==> src/rtl/rr_arbiter_ctrl.sv <==
// rr_arbiter_ctrl: round-robin arbiter and grant sequencer for one shared resource.
// Grants are registered and one-hot. A grant is held until the owner releases it
// by pulsing done or dropping req. Every change of owner passes through one IDLE cycle.
// Optional macro RR_ARB_TIMEOUT_EN builds an 8-bit hold counter.
// With the macro, a grant that reaches MAX_HOLD cycles is revoked and timeout pulses.
module rr_arbiter_ctrl #(
  parameter int N_REQ     = 3,
  parameter int PTR_WIDTH = 2,
  parameter int MAX_HOLD  = 8
) (
  input  logic                 clk,
  input  logic                 reset,
  input  logic [N_REQ-1:0]     req,
  input  logic [N_REQ-1:0]     done,
  output logic [N_REQ-1:0]     gnt,
  output logic [PTR_WIDTH-1:0] gnt_id,
  output logic                 busy,
  output logic                 timeout
);

  typedef enum logic {IDLE = 1'b0, GRANT = 1'b1} state_t;

  localparam bit HOLD_CFG_OK = (MAX_HOLD >= 1) && (MAX_HOLD <= 255);

  state_t               state_r;
  logic [PTR_WIDTH-1:0] ptr_r;
  logic [N_REQ-1:0]     pick_oh_s;
  logic [PTR_WIDTH-1:0] pick_idx_s;
  logic                 pick_valid_s;
  logic                 release_s;
  logic [PTR_WIDTH-1:0] ptr_next_s;

`ifdef RR_ARB_TIMEOUT_EN
  localparam logic [7:0] HOLD_LAST = 8'(MAX_HOLD - 1);
  logic [7:0] hold_cnt_r;
  logic       timeout_r;
  assign timeout = timeout_r & HOLD_CFG_OK;
`else
  // Without the hold timer a grant can never be revoked, so timeout is constant low.
  assign timeout = 1'b0 & HOLD_CFG_OK;
`endif

  // Search ptr, ptr+1, ... with wrap. Scanning from the far end lets the nearest requester win.
  always_comb begin
    logic [PTR_WIDTH:0] sum_s;
    logic [PTR_WIDTH-1:0] idx_s;
    pick_oh_s    = {N_REQ{1'b0}};
    pick_idx_s   = ptr_r;
    pick_valid_s = 1'b0;
    sum_s        = {(PTR_WIDTH+1){1'b0}};
    idx_s        = {PTR_WIDTH{1'b0}};
    for (int k = N_REQ - 1; k >= 0; k--) begin
      sum_s = {1'b0, ptr_r} + (PTR_WIDTH+1)'(k);
      idx_s = (sum_s >= (PTR_WIDTH+1)'(N_REQ)) ? PTR_WIDTH'(sum_s - (PTR_WIDTH+1)'(N_REQ))
                                                : PTR_WIDTH'(sum_s);
      if (req[idx_s]) begin
        pick_oh_s        = {N_REQ{1'b0}};
        pick_oh_s[idx_s] = 1'b1;
        pick_idx_s       = idx_s;
        pick_valid_s     = 1'b1;
      end else begin
        pick_valid_s = pick_valid_s;
      end
    end
  end

  // Owner releases on its own done bit or by dropping its request; the other bits are masked by gnt.
  always_comb begin
    release_s  = (|(done & gnt)) | ~(|(req & gnt));
    ptr_next_s = (gnt_id == PTR_WIDTH'(N_REQ - 1)) ? {PTR_WIDTH{1'b0}}
                                                   : gnt_id + PTR_WIDTH'(1);
  end

  // Two-state grant FSM with registered grant outputs, pointer and optional hold timer.
  always_ff @(posedge clk or posedge reset) begin
    if (reset) begin
      state_r <= IDLE;
      gnt     <= {N_REQ{1'b0}};
      gnt_id  <= {PTR_WIDTH{1'b0}};
      busy    <= 1'b0;
      ptr_r   <= {PTR_WIDTH{1'b0}};
`ifdef RR_ARB_TIMEOUT_EN
      hold_cnt_r <= 8'd0;
      timeout_r  <= 1'b0;
`endif
    end else begin
      case (state_r)
        IDLE: begin
`ifdef RR_ARB_TIMEOUT_EN
          timeout_r <= 1'b0;
`endif
          if (pick_valid_s) begin
            state_r <= GRANT;
            gnt     <= pick_oh_s;
            gnt_id  <= pick_idx_s;
            busy    <= 1'b1;
`ifdef RR_ARB_TIMEOUT_EN
            hold_cnt_r <= 8'd0;
`endif
          end else begin
            state_r <= IDLE;
            gnt     <= {N_REQ{1'b0}};
            busy    <= 1'b0;
          end
        end
        GRANT: begin
          if (release_s) begin
            state_r <= IDLE;
            gnt     <= {N_REQ{1'b0}};
            busy    <= 1'b0;
            ptr_r   <= ptr_next_s;
`ifdef RR_ARB_TIMEOUT_EN
            timeout_r <= 1'b0;
          end else if (hold_cnt_r == HOLD_LAST) begin
            // Revocation behaves exactly like a release, plus a one-cycle timeout pulse.
            state_r   <= IDLE;
            gnt       <= {N_REQ{1'b0}};
            busy      <= 1'b0;
            ptr_r     <= ptr_next_s;
            timeout_r <= 1'b1;
          end else begin
            hold_cnt_r <= (hold_cnt_r == 8'hFF) ? 8'hFF : hold_cnt_r + 8'd1;
            timeout_r  <= 1'b0;
`else
          end else begin
            state_r <= GRANT;
`endif
          end
        end
        default: begin
          state_r <= IDLE;
          gnt     <= {N_REQ{1'b0}};
          busy    <= 1'b0;
        end
      endcase
    end
  end

endmodule

==> config.mk <==
export PLATFORM = sky130hd
export DESIGN_NAME = rr_arbiter_ctrl
export DESIGN_NICKNAME = d
export VERILOG_FILES = /design/src/rtl/rr_arbiter_ctrl.sv
export SDC_FILE = /design/constraint.sdc
export NUM_CORES = 1
export LEC_CHECK = 0
export ABC_AREA = 1
export CAP_MARGIN = 20
export CORE_MARGIN = 1.5
export CORE_UTILIZATION = 43
export CTS_CLUSTER_DIAMETER = 100
export DETAILED_ROUTE_END_ITERATION = 10
export GPL_TIMING_DRIVEN = 0
export PLACE_DENSITY = 0.75
export SLEW_MARGIN = 20
export SYNTH_ARGS = -nofsm -noshare
export SYNTH_HDL_FRONTEND = slang
export SYNTH_SLANG_ARGS = --single-unit
==> constraint.sdc <==
create_clock -name clk -period 1.7 [get_ports clk]
set_clock_uncertainty 0.2 [all_clocks]
set_input_delay 0.255 -clock clk [delete_from_list [all_inputs] [get_ports clk]]
set_output_delay 0.255 -clock clk [all_outputs]
set_load 0.03 [all_outputs]
==> impl_metrics.json, run 1 <==
{
  "finalCritPeriodShare_pct": 103.4,
  "drive_gt1_share_pct": 28.35,
  "grt_max_degree": 10,
  "clk_path_buf_depth": 2,
  "grt_pass1_wl_um": 2829,
  "fin_cells": 143,
  "first_global_vias": 674,
  "diodes": 0,
  "fin_nets": 140,
  "antenna_left": 0,
  "synth_top_cell_by_area": "dfrtp_1",
  "syn_inst": 101,
  "synth.avg_cell_area_sq_um": 6.789,
  "hold_viol_final": 0,
  "antenna_found_initial": 0,
  "dp.cells": 130,
  "finalWeightedCongestion": 0.8839,
  "drt_iter0_markers": 11,
  "syn_nets": 113,
  "synth_area_leaders": "dfrtp_1, nand2_1, nand3_1",
  "coreArea_sq_mm": 0.001506,
  "rows": 14,
  "worstRegToRegCells": 11,
  "cts-root-buf": "clkbuf_4",
  "min_period_ns": 1.758,
  "ys_ff_latch": 9,
  "avgViaCountPerCell": 5.105,
  "grt_setup_unrepaired": "true",
  "cap_violations": 0,
  "stdcell_area_sq_um": 998.5,
  "initial_core_util_pct": 45.51,
  "critPathLaunchType": "register",
  "max_freq_mhz": 569.0,
  "drv_slew": 0,
  "finalWirelength_um": 1607,
  "drc": 0,
  "areaGrowthSynthToFinish_pct": 45.62,
  "yosysTopAreaCellShare_pct": 32.85,
  "pre_cts_slack_ns": -0.1842,
  "drt_pre_antenna_iters": 4,
  "seq_area_frac_synth_pct": 32.85,
  "r2r-end": "gnt_id[0]",
  "wire_per_inst_um": 11.24,
  "criticalPathCategory": "reg2reg",
  "required_ns": 1.63,
  "die_y_um": 42.93,
  "setup_viol": 5,
  "rr_startpoint": "ptr_r[0]",
  "io_pins": 15,
  "irDropWorstVdd_mv": 1.148,
  "critPathArrivalTime_ns": 1.69,
  "startpoint": "ptr_r[0]",
  "setup_ws_ns": -0.05758,
  "grt-ovfl-total": 0,
  "p_per_area_mw_per_mm2": 2107,
  "violations": "setup timing",
  "clock-sinks": 9,
  "htreeDepth": 1,
  "yosys_warnings": 0,
  "tritoncts": "built",
  "design.die.area_sq_mm": 0.001843,
  "port_buffers": 13,
  "ff2ff_setup_slack_ns": -0.06,
  "holdCritPathClass": "in2async",
  "synth_area_sq_um": 685.7,
  "clk_latency_ns": 0.24,
  "grt_use_total_pct": 20.16,
  "leakage_nw": 0.5172,
  "chipWidth_um": 42.93,
  "clk_pin_slew_worst_paths_ns": 0.06,
  "dr_total_vias": 730,
  "critical_path.max_fanout": 5,
  "cts_inserted_buffers": 3,
  "end_kind": "register",
  "status": "finished, violations left",
  "post_dp_cell_area_sq_um": 852.1,
  "ys_types": 22,
  "dp_hpwl_um": 1221
}
==> cell type report <==
class / instances / area (sq um)
fill: 134 / 508.0
multi-input combinational: 73 / 455.4
sequential: 9 / 225.2
timing repair buffer: 22 / 193.9
inverter: 18 / 70.07
clock buffer: 4 / 26.28
tap: 16 / 20.02
buffer: 1 / 7.507
==> cells by family after synthesis <==
logic type                 after synthesis  synth area share (%)
DFF                                      9                 32.85
buffers and inverters                   19                 10.95
and+or+nand+nor                         55                 36.68
other                                    1                0.5469
AOI/OAI and AO/OA                       13                 11.68
adders and majority gates                4                 7.300
==> synthesized netlist by cell type, drive strengths merged <==
cell,n
a21oi,3
a22o,1
a31oi,1
buf,1
conb,1
dfrtp,9
ha,4
inv,18
nand2,31
nand3,17
nand3b,1
nand4,2
nor2,4
o211ai,1
o21ai,6
o221ai,1
==> report_power, final <==
| group | switching (W) | internal [W] |
|---|---|---|
| Combinational | 0.000884 | 0.000656 |
| Sequential | 0.0000940 | 0.000317 |
| Clock | 0.0000625 | 0.0000897 |
==> cell usage in the layout (no fill, tap or decap), types with 2 or more instances in the layout <==
cell and instances:
a21oi_2 2, nand2_4 3, clkdlybuf4s50_1 7, nand4_1 2, inv_1 12, inv_2 5, nand2_2 3, nand3_1 13
clkbuf_4 3, nand2_1 25, nor2_1 3, o21ai_1 5, nand3_2 3, buf_4 9, dlygate4sd2_1 6, dfrtp_1 9
ha_2 2
==> critical path, stage by stage (launching register included) <==
cell,delay (ns)
dfrtp_1,0.41
inv_2,0.08
ha_4,0.32
inv_4,0.05
nand2_4,0.07
nand3_4,0.08
nand2_4,0.08
nand3_2,0.09
nand2_4,0.09
inv_2,0.04
nor2_2,0.09
a21oi_2,0.04
==> flip-flops by register name, indices dropped and copies added, names as in the netlist <==
signal / count
busy: 1
state_r: 1
gnt_id: 2
gnt: 3
ptr_r: 2
==> worst max path at each step <==
stage           endpoint  slack [ns]
2_1_floorplan  gnt_id[0]        0.03
3_3_place_gp   gnt_id[0]       -0.18
3_5_place_dp   gnt_id[0]       -0.18
4_1_cts        gnt_id[0]       -0.08
5_1_grt        gnt_id[0]       -0.17
6_report       gnt_id[0]       -0.06
==> routing by layer <==
layer	up-vias	routed length [um]	share of wire, %	global-route usage (%)
met5	-	0	0	0
met4	0	16	1.0	6.667
met3	4	57	3.5	3.404
met2	19	774	48	32.73
met1	323	758	47	27.22
li1	384	-	-	-
==> per-stage QoR <==
stage,TNS [ns],hold WS (ns),util [%],total power [W]
after global routing,-0.9123,0.1183,66.28,0.002303
after detailed placement,-0.8488,0.3284,56.56,0.001635
final,-0.2008,0.05742,66.28,0.002104
after global placement,-0.7926,0.3141,56.56,0.001623
after CTS,-0.2131,0.06353,63.54,0.002003
after floorplan,0,-0.1171,-,0.001313
==> what timing repair did <==
action / CTS / global route
pin swaps: 2 / 3
buffers inserted: 8 / 1
hold endpoints to repair: 0 / 0
gates resized for setup: 16 / 9
gates cloned: 0 / 0
hold buffers: 0 / 0
endpoints found under the setup margin: 13 / 7
No activity file was read; power rests on OpenSTA's default activity.
==> run 2, diff against run 1 <==
- SLEW_MARGIN: 20 -> unset
==> results of run 2 <==
Same layout as run 1: the final DEF is identical, and so are final timing and power.
